--- src/rtl/div_seq_ctrl_pkg.sv ---
// rtl/div_seq_ctrl_pkg.sv - shared divider sequencer constants and state encoding
package mips_defs;

    localparam int DIV_WIDTH = 32;

    typedef enum logic [1:0] {
        DIV_IDLE = 2'd0,
        DIV_RUN  = 2'd1,
        DIV_DONE = 2'd2
    } divState_t;

endpackage

--- src/rtl/div_seq_ctrl_step.sv ---
// rtl/div_seq_ctrl_step.sv - one radix-2 restoring divide iteration (combinational)
module div_step
    import mips_defs::*;
#(
    parameter int WIDTH = DIV_WIDTH
) (
    input  logic [WIDTH:0]   R_in,
    input  logic [WIDTH-1:0] Q_in,
    input  logic [WIDTH-1:0] divisor,
    output logic [WIDTH:0]   R_out,
    output logic [WIDTH-1:0] Q_out
);

    logic [WIDTH:0] shifted;
    logic [WIDTH:0] diff;
    logic           qBit;

    always_comb begin
        shifted = {R_in[WIDTH-1:0], Q_in[WIDTH-1]};
        diff    = shifted - {1'b0, divisor};
        // A set top bit means the true partial remainder already exceeds any divisor.
        qBit    = R_in[WIDTH] || (shifted >= {1'b0, divisor});
        R_out   = qBit ? diff : shifted;
        Q_out   = {Q_in[WIDTH-2:0], qBit};
    end

endmodule

--- src/rtl/div_seq_ctrl.sv ---
// rtl/div_seq_ctrl.sv - sequencer for the shared iterative DIV/DIVU unit in EX
module div_seq_ctrl
    import mips_defs::*;
#(
    parameter int WIDTH = DIV_WIDTH
) (
    input  logic             clk,
    input  logic             resetn,
    input  logic             start,
    input  logic             signed_op,
    input  logic [WIDTH-1:0] opa,
    input  logic [WIDTH-1:0] opb,
    input  logic             annul,
    output logic             busy,
    output logic             result_valid,
    output logic [WIDTH-1:0] quotient,
    output logic [WIDTH-1:0] remainder
);

    localparam int CW = $clog2(WIDTH);
    localparam logic [CW-1:0] LAST = CW'(WIDTH - 1);

    divState_t        state, stateNext;
    logic [CW-1:0]    count;
    logic [WIDTH:0]   remAcc;
    logic [WIDTH-1:0] quoAcc;
    logic [WIDTH-1:0] divisorReg;
    logic             aSign, bSign, signedOpReg;

    logic [WIDTH:0]   stepR;
    logic [WIDTH-1:0] stepQ;
    logic [WIDTH-1:0] absA, absB;
    logic             divZero, negQuo, negRem;
    logic [WIDTH-1:0] fixQuo, fixRem;

    // Magnitude taken in WIDTH+1 bits so the most negative value stays exact.
    function automatic logic [WIDTH-1:0] magnitude(input logic [WIDTH-1:0] v, input logic isSigned);
        logic [WIDTH:0] ext;
        ext = {isSigned & v[WIDTH-1], v};
        if (ext[WIDTH]) ext = -ext;
        return ext[WIDTH-1:0];
    endfunction

    div_step #(.WIDTH(WIDTH)) u_step (
        .R_in    (remAcc),
        .Q_in    (quoAcc),
        .divisor (divisorReg),
        .R_out   (stepR),
        .Q_out   (stepQ)
    );

    always_comb begin
        absA    = magnitude(opa, signed_op);
        absB    = magnitude(opb, signed_op);
        divZero = (divisorReg == '0);
        negQuo  = signedOpReg & (aSign ^ bSign) & ~divZero;
        negRem  = signedOpReg & aSign;
        fixQuo  = divZero ? '1 : (negQuo ? -stepQ : stepQ);
        fixRem  = negRem ? -stepR[WIDTH-1:0] : stepR[WIDTH-1:0];
    end

    always_comb begin
        stateNext = state;
        case (state)
            DIV_IDLE: if (start && !annul) stateNext = DIV_RUN;
            DIV_RUN: begin
                if (annul)              stateNext = DIV_IDLE;
                else if (count == LAST) stateNext = DIV_DONE;
            end
            DIV_DONE: stateNext = DIV_IDLE;
            default:  stateNext = DIV_IDLE;
        endcase
    end

    always_ff @(posedge clk) begin
        if (!resetn) begin
            state       <= DIV_IDLE;
            count       <= '0;
            remAcc      <= '0;
            quoAcc      <= '0;
            divisorReg  <= '0;
            aSign       <= 1'b0;
            bSign       <= 1'b0;
            signedOpReg <= 1'b0;
            quotient    <= '0;
            remainder   <= '0;
        end else begin
            state <= stateNext;
            case (state)
                DIV_IDLE: begin
                    if (start && !annul) begin
                        count       <= '0;
                        remAcc      <= '0;
                        quoAcc      <= absA;
                        divisorReg  <= absB;
                        aSign       <= opa[WIDTH-1];
                        bSign       <= opb[WIDTH-1];
                        signedOpReg <= signed_op;
                    end
                end
                DIV_RUN: begin
                    if (!annul) begin
                        remAcc <= stepR;
                        quoAcc <= stepQ;
                        count  <= count + 1'b1;
                        // Results land on the final iteration so they are valid throughout DONE.
                        if (count == LAST) begin
                            quotient  <= fixQuo;
                            remainder <= fixRem;
                        end
                    end
                end
                default: ;
            endcase
        end
    end

    assign busy         = (state == DIV_RUN);
    assign result_valid = (state == DIV_DONE);

endmodule

--- config.mk ---
export PLATFORM = sky130hd
export DESIGN_NAME = div_seq_ctrl
export DESIGN_NICKNAME = d
export VERILOG_FILES = /design/src/rtl/div_seq_ctrl_pkg.sv /design/src/rtl/div_seq_ctrl_step.sv /design/src/rtl/div_seq_ctrl.sv
export SDC_FILE = /design/constraint.sdc
export NUM_CORES = 1
export LEC_CHECK = 0
export BUFFER_PORTS_ARGS = -buffer_cell sky130_fd_sc_hd__buf_2
export CORE_MARGIN = 2
export CORE_UTILIZATION = 49
export CTS_CLUSTER_SIZE = 25
export DETAILED_ROUTE_END_ITERATION = 8
export GPL_TIMING_DRIVEN = 0
export HOLD_SLACK_MARGIN = 0.05
export PLACE_DENSITY_LB_ADDON = 0.3
export REMOVE_ABC_BUFFERS = 1
export SYNTH_ARGS = -nofsm -noshare
export SYNTH_HDL_FRONTEND = slang
export SYNTH_SLANG_ARGS = --single-unit
--- constraint.sdc ---
create_clock -name clk -period 6.2 [get_ports clk]
set_input_delay 0.62 -clock clk [delete_from_list [all_inputs] [get_ports clk]]
set_output_delay 0.62 -clock clk [all_outputs]
set_load 0.01 [all_outputs]
==> results.toml <==
[final_layout]
fillers = 2301
finalNonFillerCells = 1957
layout-drive-gt1-share_pct = 12.61
layout.nets = 1729
post-route-util_pct = 55.92
area_growth_pct = 13.21
ff_latch_area_um2 = 3423
multi_input_area_um2 = 7478

[cts]
clockRootBuffer = "clkbuf_16"
cts_tree = "built"
clkLatencyLatePin_ns = 0.45
hold_buffers = 0
h-tree-depth = 4
clockBufferDepth = 2
tritoncts.num_buffers = 17
clk_pin_slew_ns = 0.08
cts_sinks = 171

[floorplan]
io_pins = 135
fp.dieW_um = 157.1
initial_utilization_pct = 49.40
fp-row-count = 56
die_h_um = 157.1
die_area_um2 = 24690
core_area_um2 = 23260

[sta]
worst_pin_slew_ns = 1.305
slew_viol_final = 0
period_minus_slack_ns = 5.842
maxSlewHeadroom_pct = 12.20
final-setup-viol-count = 0
finalHoldViolations = 0
rsz0062_at_grt = "false"
fmax_ghz = 0.1712
tns_ns = 0
fin_skew_ns = 0.01759
fin_crit_sh_pct = 94.23

[global_routing]
grt_max_degree = 124
grt_first_pass_wirelength_um = 55080
grt_usage_pct = 28.14
antenna_found_initial = 8
grt_pass1_vias = 10490
grt-ovfl-total = 0

[logic_synthesis]
synth-seq-area-share_pct = 29.79
synth_commonest_cells = "194 x nor2_1, 193 x a21oi_1, 171 x dfxtp_1"
synth_edf_count = 0
synth_area_leaders = "dfxtp_1 30%, a21oi_1 8.4%, nor2_1 6.3%, xnor2_1 6.2%, nand2_1 4.5%"
netlist_instances = 1554
yosysTopAreaCell = "dfxtp_1"
yosys_warnings = 0
synth_area_per_cell_um2 = 7.394
synth_cell_types = 78
post-synth-top-area-fraction_pct = 29.79
synth.most_common_cell = "nor2_1"
synth-seq-cells = 171
syn_area_um2 = 11490
synth_ff_type = "dfxtp_1"
synthArstFlopShare_pct = 0

[drt]
drtIter0Drc = 893
first_pass_iters = 5
drc_errors = 0
avgViaCountPerCell = 5.932
post_drt_wl_per_cell_um = 17.67
ant_nets = 0
drt-total-wl_um = 34580
route.vias.total = 11610

[worst_setup_path]
critPathMaxStageDelay_ns = 0.51
critPathKind = "reg2reg"
crit_arrival_ns = 6.17
worstPathRequired_ns = 6.53
worst_path_max_delay_cell = "a311oi_2"
end_kind = "flip-flop"
cp_top_family = "simple AND/OR/NAND/NOR gates"
crit_chain = "inv_1 -> ha_1 -> nand2_1 -> nor2_1 -> o211ai_2 -> a311oi_2 -> o211ai_1 -> nand2_4 -> mux2i_1 -> ha_1 -> nand2_1 -> or3_1 -> or3_1 -> or3_1 -> a222oi_1 -> buf_4 -> and2_1 -> a41oi_1 -> xnor2_1 -> o21ai_1"
r2r_start = "divisorReg[5]$_SDFFE_PN0P_"
cp_common_cell = "or3_1"
cp_num_buf_inv = 2
cp_max_fo = 35
cp-startpoint = "divisorReg[5]$_SDFFE_PN0P_"
cp-start-kind = "flip-flop"

[power_and_ir_drop]
p_leak_nw = 5.147
power_density_nw_per_um2 = 232.2
vdd_drop_max_mv = 0.1320
power.total_mw = 3.020

[place]
placed_cells = 1917
place.gp.congestion = 0.9415
dp_hpwl_um = 25200
numPortBuffers = 134

[worst_hold_path]
hp-start = "opb[0]"
hold_path.class = "in2reg"

[flow_run]
max-cap-violations = 0

[outcome]
status = "finished clean"
[state kept, by name, summed over array words and instances (netlist names)]
name and flops:
divisorReg 32, aSign 1, count 5, bSign 1, remAcc 33, remainder 32, quoAcc 32, quotient 32
state 2, signedOpReg 1
[stage by stage]
step | hold WS, ns | instance area (um2) | setup WS (ns)
floorplan | 0.4445 | 11090 | -6.808
global placement | 0.4357 | 12160 | -17.85
detailed placement | 0.4415 | 12300 | -1.080
CTS | 0.4095 | 12960 | 0.1735
global route | 0.4299 | 13010 | 0.04673
finish | 0.4332 | 13010 | 0.3579
[placed cells by master, fill, tap and decap left out, types with 11 or more instances in the layout]
cell	n
nor4_1	22
a211oi_1	49
nand3_1	26
nand2_1	138
o21ai_0	94
a31oi_1	22
nor2_1	192
or3_1	28
dfxtp_1	171
inv_1	60
ha_1	38
buf_2	134
and2_1	19
xor2_1	51
o31ai_1	20
a22oi_1	26
clkbuf_16	17
nand4_1	17
a21o_1	11
a21oi_1	192
xnor2_1	81
or4_1	11
nor3_1	38
mux2i_1	19
[area by class of cell]
cell class / instances / share of cell area [%]
well taps: 319 / 3.068
multi-input cells: 1221 / 57.49
clock inverters: 15 / 1.520
flip-flops and latches: 171 / 26.32
clock buffers: 17 / 3.270
inverters: 62 / 1.827
repair buffers: 148 / 6.435
diodes: 4 / 0.07695
[path summary, 6_finish.rpt]
check	slack, ns	cells after the start	endpoint
max	0.36	20	remainder[28]$_SDFFE_PN0P_
min	0.43	3	divisorReg[0]$_SDFFE_PN0P_
max reg2reg	0.36	20	remainder[28]$_SDFFE_PN0P_
min reg2reg	0.45	2	remainder[18]$_SDFFE_PN0P_
[logic make-up after synthesis]
| family | count (synthesis) | share of synthesized area, % |
|---|---|---|
| simple gates | 536 | 21.68 |
| compound gates | 491 | 26.59 |
| flops | 171 | 29.79 |
| buf+inv | 162 | 5.520 |
| xor+xnor | 132 | 10.06 |
| fa+ha+maj | 39 | 4.312 |
| mux | 23 | 2.047 |
[metal layers]
metal | track usage (%) | wire (um) | vias to the layer above
li1 | - | - | 5708
met5 | 0 | 50 | -
met4 | 9.610 | 770 | 6
met2 | 43.65 | 15410 | 399
met1 | 39.81 | 16130 | 5436
met3 | 4.350 | 2221 | 60
[report_power, final]
part           internal, mW  switching, mW  total (mW)
combinational         0.251          0.441       0.691
sequential             1.13         0.0357        1.16
clock                 0.619          0.546        1.16
total                  2.00           1.02        3.02
[worst min-delay path, cell delays in order]
cell and delay, ns:
buf_2 0.11, nand2_1 0.05, a21oi_1 0.05
[timing repair]
item	4_1_cts	5_1_grt
buffers inserted	3	0
endpoints found under the hold margin	0	0
pin swaps	2	0
setup endpoints to repair	18	10
gates resized for setup	2	2
No activity file was read; power rests on OpenSTA's default activity.
